`src/rtl/hamming_scrub_pkg.sv`:
```
// Shared types and helpers for the Hamming(7,4) scrub controller.
package hamming_scrub_pkg;

  localparam int HAMMING_BLOCK_DATA = 4;
  localparam int HAMMING_BLOCK_PAR  = 3;
  localparam int MAX_BLOCKS         = 32;
  localparam int MAX_PARITY         = MAX_BLOCKS * HAMMING_BLOCK_PAR;

  typedef enum logic [2:0] {
    IDLE,
    RUN,
    FREEZE,
    SETTLE,
    CHECK,
    CORRECT,
    VERIFY
  } scrub_state_t;

  // Callers zero-extend their syndrome and truncate the mask to their block count.
  function automatic logic [MAX_BLOCKS-1:0] block_err_mask(input logic [MAX_PARITY-1:0] syndrome);
    logic [MAX_BLOCKS-1:0] m;
    m = '0;
    for (int unsigned b = 0; b < MAX_BLOCKS; b++)
      m[b] = |syndrome[b*HAMMING_BLOCK_PAR +: HAMMING_BLOCK_PAR];
    return m;
  endfunction

endpackage

```
`src/rtl/hamming_scrub_ctrl_timer.sv`:
```
// Scrub interval timer: counts enabled cycles, terminal count at PERIOD-1.
module scrub_interval_timer #(
  parameter int PERIOD = 256
) (
  input  logic clk,
  input  logic rst,
  input  logic i_en,
  input  logic i_clr,
  output logic o_tc
);

  localparam int CW = (PERIOD > 2) ? $clog2(PERIOD) : 1;
  localparam logic [CW-1:0] TC_VAL = CW'(PERIOD - 1);

  logic [CW-1:0] r_count;

  always_ff @(posedge clk or posedge rst) begin
    if (rst)
      r_count <= '0;
    else if (i_clr)
      r_count <= '0;
    else if (i_en)
      r_count <= r_count + 1'b1;
  end

  assign o_tc = (r_count == TC_VAL);

endmodule

```
`src/rtl/hamming_scrub_ctrl.sv`:
```
// Scrub controller for the Hamming(7,4)-protected counter.
// Optional VERIFY pass after correction: define HAMMING_SCRUB_VERIFY_EN.
module hamming_scrub_ctrl
  import hamming_scrub_pkg::*;
#(
  parameter int WIDTH         = 16,
  parameter int BLOCKS        = WIDTH / HAMMING_BLOCK_DATA,
  parameter int PARITY_BITS   = BLOCKS * HAMMING_BLOCK_PAR,
  parameter int SCRUB_PERIOD  = 256,
  parameter int SETTLE_CYCLES = 2,
  parameter int CORR_CYCLES   = 3,
  parameter int ERR_CNT_W     = 8
) (
  input  logic                   clk,
  input  logic                   rst,
  input  logic                   run_req,
  input  logic                   scrub_req,
  input  logic                   err_clr,
  input  logic [PARITY_BITS-1:0] syndrome,
  output logic                   cnt_en,
  output logic                   scrub_busy,
  output logic                   err_pulse,
  output logic [BLOCKS-1:0]      err_blocks,
  output logic [ERR_CNT_W-1:0]   err_count,
  output logic                   verify_fail
);

  localparam int PH_MAX = (SETTLE_CYCLES > CORR_CYCLES) ? SETTLE_CYCLES : CORR_CYCLES;
  localparam int PH_W   = (PH_MAX > 2) ? $clog2(PH_MAX) : 1;
  localparam logic [PH_W-1:0] SETTLE_LAST = PH_W'(SETTLE_CYCLES - 1);
  localparam logic [PH_W-1:0] CORR_LAST   = PH_W'(CORR_CYCLES - 1);

  scrub_state_t        r_state, w_next, w_exit;
  logic [PH_W-1:0]     r_phase, w_phase_next;
  logic                r_pend;
  logic                w_req;
  logic [BLOCKS-1:0]   w_mask;
  logic                w_err;
  logic                w_tc;
  logic                w_timer_en;
  logic                w_timer_clr;
  logic                w_check_err;
  logic [BLOCKS-1:0]   r_err_blocks;
  logic [ERR_CNT_W-1:0] r_err_count;

  assign w_mask = BLOCKS'(block_err_mask(MAX_PARITY'(syndrome)));
  assign w_err  = |w_mask;
  assign w_req  = scrub_req | r_pend;

  // A request waiting at scrub end re-enters FREEZE directly so the count never resumes in between.
  assign w_exit = w_req ? FREEZE : (run_req ? RUN : IDLE);

  always_comb begin
    w_next       = r_state;
    w_phase_next = r_phase;
    case (r_state)
      IDLE: begin
        if (w_req)        w_next = FREEZE;
        else if (run_req) w_next = RUN;
      end
      RUN: begin
        if (w_tc || w_req) w_next = FREEZE;
        else if (!run_req) w_next = IDLE;
      end
      FREEZE: begin
        w_next       = SETTLE;
        w_phase_next = '0;
      end
      SETTLE: begin
        if (r_phase == SETTLE_LAST) begin
          w_next       = CHECK;
          w_phase_next = '0;
        end else begin
          w_phase_next = r_phase + 1'b1;
        end
      end
      CHECK: begin
        w_next = w_err ? CORRECT : w_exit;
      end
      CORRECT: begin
        if (r_phase == CORR_LAST) begin
          w_phase_next = '0;
`ifdef HAMMING_SCRUB_VERIFY_EN
          w_next       = VERIFY;
`else
          w_next       = w_exit;
`endif
        end else begin
          w_phase_next = r_phase + 1'b1;
        end
      end
`ifdef HAMMING_SCRUB_VERIFY_EN
      VERIFY: begin
        w_next = w_exit;
      end
`endif
      default: begin
        w_next       = IDLE;
        w_phase_next = '0;
      end
    endcase
  end

  always_ff @(posedge clk or posedge rst) begin
    if (rst) begin
      r_state <= IDLE;
      r_phase <= '0;
      r_pend  <= 1'b0;
    end else begin
      r_state <= w_next;
      r_phase <= w_phase_next;
      r_pend  <= (w_next == FREEZE) ? 1'b0 : (r_pend | scrub_req);
    end
  end

  assign w_timer_en  = (r_state == RUN);
  assign w_timer_clr = (r_state == RUN) && (w_next == FREEZE);

  scrub_interval_timer #(
    .PERIOD (SCRUB_PERIOD)
  ) u_timer (
    .clk   (clk),
    .rst   (rst),
    .i_en  (w_timer_en),
    .i_clr (w_timer_clr),
    .o_tc  (w_tc)
  );

  assign w_check_err = (r_state == CHECK) && w_err;

  // A clear coinciding with CHECK wipes the old history before this scrub's result is recorded.
  always_ff @(posedge clk or posedge rst) begin
    if (rst) begin
      r_err_blocks <= '0;
      r_err_count  <= '0;
    end else if (w_check_err) begin
      r_err_blocks <= (err_clr ? '0 : r_err_blocks) | w_mask;
      if (err_clr)
        r_err_count <= ERR_CNT_W'(1);
      else if (r_err_count != '1)
        r_err_count <= r_err_count + 1'b1;
    end else if (err_clr) begin
      r_err_blocks <= '0;
      r_err_count  <= '0;
    end
  end

`ifdef HAMMING_SCRUB_VERIFY_EN
  logic r_verify_fail;

  always_ff @(posedge clk or posedge rst) begin
    if (rst)
      r_verify_fail <= 1'b0;
    else if ((r_state == VERIFY) && w_err)
      r_verify_fail <= 1'b1;
    else if (err_clr)
      r_verify_fail <= 1'b0;
  end

  assign verify_fail = r_verify_fail;
`else
  assign verify_fail = 1'b0;
`endif

  assign cnt_en     = (r_state == RUN);
  assign scrub_busy = (r_state != IDLE) && (r_state != RUN);
  assign err_pulse  = w_check_err;
  assign err_blocks = r_err_blocks;
  assign err_count  = r_err_count;

endmodule

```
`config.mk`:
```
export PLATFORM = sky130hd
export DESIGN_NAME = hamming_scrub_ctrl
export DESIGN_NICKNAME = d
export VERILOG_FILES = /design/src/rtl/hamming_scrub_pkg.sv /design/src/rtl/hamming_scrub_ctrl_timer.sv /design/src/rtl/hamming_scrub_ctrl.sv
export SDC_FILE = /design/constraint.sdc
export NUM_CORES = 1
export LEC_CHECK = 0
export CAP_MARGIN = 25
export CORE_ASPECT_RATIO = 1.2
export CORE_MARGIN = 2
export CORE_UTILIZATION = 45
export CTS_CLUSTER_SIZE = 40
export DETAILED_ROUTE_END_ITERATION = 8
export HOLD_SLACK_MARGIN = 0.12
export PLACE_DENSITY = 0.76
export SYNTH_ARGS = -nofsm -noshare
export SYNTH_HDL_FRONTEND = slang
export SYNTH_SLANG_ARGS = --single-unit
```
`constraint.sdc`:
```
create_clock -name clk -period 2 [get_ports clk]
set_input_delay 0.3 -clock clk [delete_from_list [all_inputs] [get_ports clk]]
set_output_delay 0.3 -clock clk [all_outputs]
set_load 0.01 [all_outputs]
```
==> run summary <==
Outcome = complete, no violations
Final Critical Period = 1.97 ns
Total number of vias = 1290
Fill count = 249
Max Cap Violations = 0
CP Cell Sequence = ha_1, nand3_1, o311ai_0, nand2_1, a2111oi_4, buf_4, nor3_1
Sequential area share after synthesis = 44.9%
IR drop worst, VDD = 0.892 mV
Dpl hpwl = 2550 um
Non-Filler Instances = 231
Die area = 3690 um^2
First-iteration detailed-routing DRC count = 56
Post-synthesis register bit count = 26
Primary FF master, synth = dfrtp_1
YS warnings = 0
DIE WIDTH = 55.8 um
Area of the multi-input gates = 712 um^2
Simple-Gate Fraction of Synth Area = 21.2%
GRT overflow = 0
Placed insts = 224
P_leak = 0.832 nW
Complex-gate fraction of the synthesized area = 19.3%
Top Ports = 33
Setup Viol. Count Final = 0
Clk_lat worst skew = 0.33 ns
Post-synthesis cell area = 1450 um^2
CTS tree = yes
Gr usage total = 19.7%
Die Height = 66.2 um
Worst setup path category = reg2reg
Final worst-path cycle share = 98.3%
First-pass iteration count of the detailed router = 4
Vias in the first global route = 1289
EDFF count, synth = 0
Avg Cell Area, Syn = 9.79 um^2
Port bufs = 31
Post-Synth XOR/XNOR Area = 4.84%
Synth cell types = 42
Critical Path End Type = flip-flop
Mux contribution to synthesized area = 1.38%
Final hold vios = 0
Nets@finish = 215
Via density = 5.58
Drt wl/cell = 14.6 um
Slew Viols, Final = 0
Power Total = 0.00204 W
Mapped Cells = 148
First-pass GRT wire length = 5710 um
Most common cell after layout, fill and taps aside = clkdlybuf4s50_1
Site Rows = 22
Largest family of logic cells by synthesized area = simple AND/OR/NAND/NOR gates
Initial antenna violation count = 0
Number of diodes = 0
Area growth syn-to-layout = 34.2%
Post-route DRC = 0
Pwr Density = 1050 nW/um^2
CP Launch Type = flip-flop
CTS Buf Count = 3
Reg area = 651 um^2
Most frequent cells in the layout = clkdlybuf4s50_1, dfrtp_1, buf_4
Hold Path Class = in2async
H-tree depth = 1
Clock sink count = 26
Syn_nets = 167
Final setup TNS = 0 ns
Share of layout cells above drive strength 1 = 15.4%
Post-Synth Adder-Cell Area = 1.73%
CP arrival = 2.19 ns
Initial core utilization = 47.4%
Clock transition at path regs = 0.15 ns
Detail Route Antenna Nets = 0
Skew final = 0.00974 ns
Crit-path slowest cell = dfrtp_1
Asr flop ratio synth = 100%
Drt total wl = 3380 um
Max clock buf depth = 2
Core box area = 3060 um^2
CP Max Fanout = 6
Root buf cell = clkbuf_4
Largest net degree at the start of global routing = 27
CP required = 2.22 ns
GP Congestion = 0.831
FMAX = 0.509 GHz
Crit-path max cell delay = 0.43 ns
-- per-layer routing --
metal | vias to the layer above | part of all wire, % | global-route usage (%)
met5 | - | 0 | 0
met4 | 0 | 1.6 | 8.23
met3 | 5 | 3.2 | 2.15
met2 | 30 | 54 | 35.9
met1 | 627 | 41 | 23.7
li1 | 628 | - | -
-- timing repair --
item                                    CTS  global route
gates resized for setup                   4             3
pin swaps                                 1             2
endpoints found under the setup margin    7             9
buffers inserted                          1             2
hold buffers                              0             0
-- cell type report --
cell class / count / share of cell area [%]
clock inverters: 1 / 1.54
multi-input cells: 105 / 36.6
inverters: 10 / 1.93
flip-flops and latches: 26 / 33.5
repair buffers: 50 / 23.0
well taps: 36 / 2.32
clock buffers: 3 / 1.16
-- flip-flops by register name, indices dropped and copies added (netlist names) --
name             count
r_state              3
r_pend               1
u_timer.r_count      8
err_count            8
r_phase              2
err_blocks           4
-- stage by stage --
stage | hold slack (ns) | instance area, um^2 | worst slack (ns) | utilization, %
after floorplan | 0.340 | 1450 | -0.136 | -
after global placement | 0.527 | 1870 | -0.181 | 61.1
final | 0.295 | 1940 | 0.0344 | 63.6
after global routing | 0.394 | 1940 | -0.0579 | 63.6
after detailed placement | 0.525 | 1870 | -0.249 | 61.1
after CTS | 0.310 | 1930 | -0.00847 | 63.1
-- worst max-delay path, delay by kind of cell (launching register included) --
kind            cells  cell delay [ns]
compound gates      2             0.62
flops               1             0.43
simple gates        3             0.39
fa+ha+maj           1             0.24
buf+inv             1             0.19
-- cells in the mapped netlist, types with 2 or more instances --
master	n	area, um^2
or3_1	2	12.5
o21ai_0	2	10.0
buf_4	2	15.0
a221oi_1	2	17.5
dfrtp_1	26	651
o31ai_1	4	30.0
nand2b_1	3	18.8
buf_6	3	33.8
nand3_1	3	15.0
nand2_1	11	41.3
xor2_1	3	26.3
o22ai_1	6	37.5
nor2_1	16	60.1
a32o_1	2	20.0
nand4_1	4	25.0
mux2i_1	2	20.0
a21oi_1	5	25.0
inv_1	10	37.5
ha_1	2	25.0
nor3_1	7	35.0
o211ai_1	2	15.0
xnor2_1	5	43.8
nor2b_1	4	25.0
nand3b_1	2	15.0
clkbuf_1	2	7.51
or4_1	2	15.0
-- report_power, final --
group	internal [W]	leakage, nW	switching (W)
logic	0.000437	0.458	0.000451
clock network	0.000203	0.0279	0.000164
registers	0.000665	0.346	0.000120
-- cell families (layout without fill, tap and decap cells) --
logic type | Yosys count | count (layout)
adders and majority gates | 2 | 2
xor gates and xnor gates | 8 | 8
and+or+nand+nor | 59 | 59
DFF | 26 | 26
buffers and inverters | 17 | 64
other | 1 | 1
muxes | 2 | 2
AOI/OAI and AO/OA | 33 | 33
-- worst paths after layout --
path,endpoint,depth (start not counted),slack (ns),from
worst max-delay path,u_timer.r_count[1],7,0.03,u_timer.r_count[0]
worst min-delay path,err_count[0],3,0.30,rst
worst max register to register,u_timer.r_count[1],7,0.03,u_timer.r_count[0]
worst min register to register,err_blocks[0],2,0.56,err_blocks[0]
max in group asynchronous,err_blocks[1],3,1.44,rst
min in group clk,err_blocks[0],2,0.56,err_blocks[0]
Power figures use the tool's default switching activity.
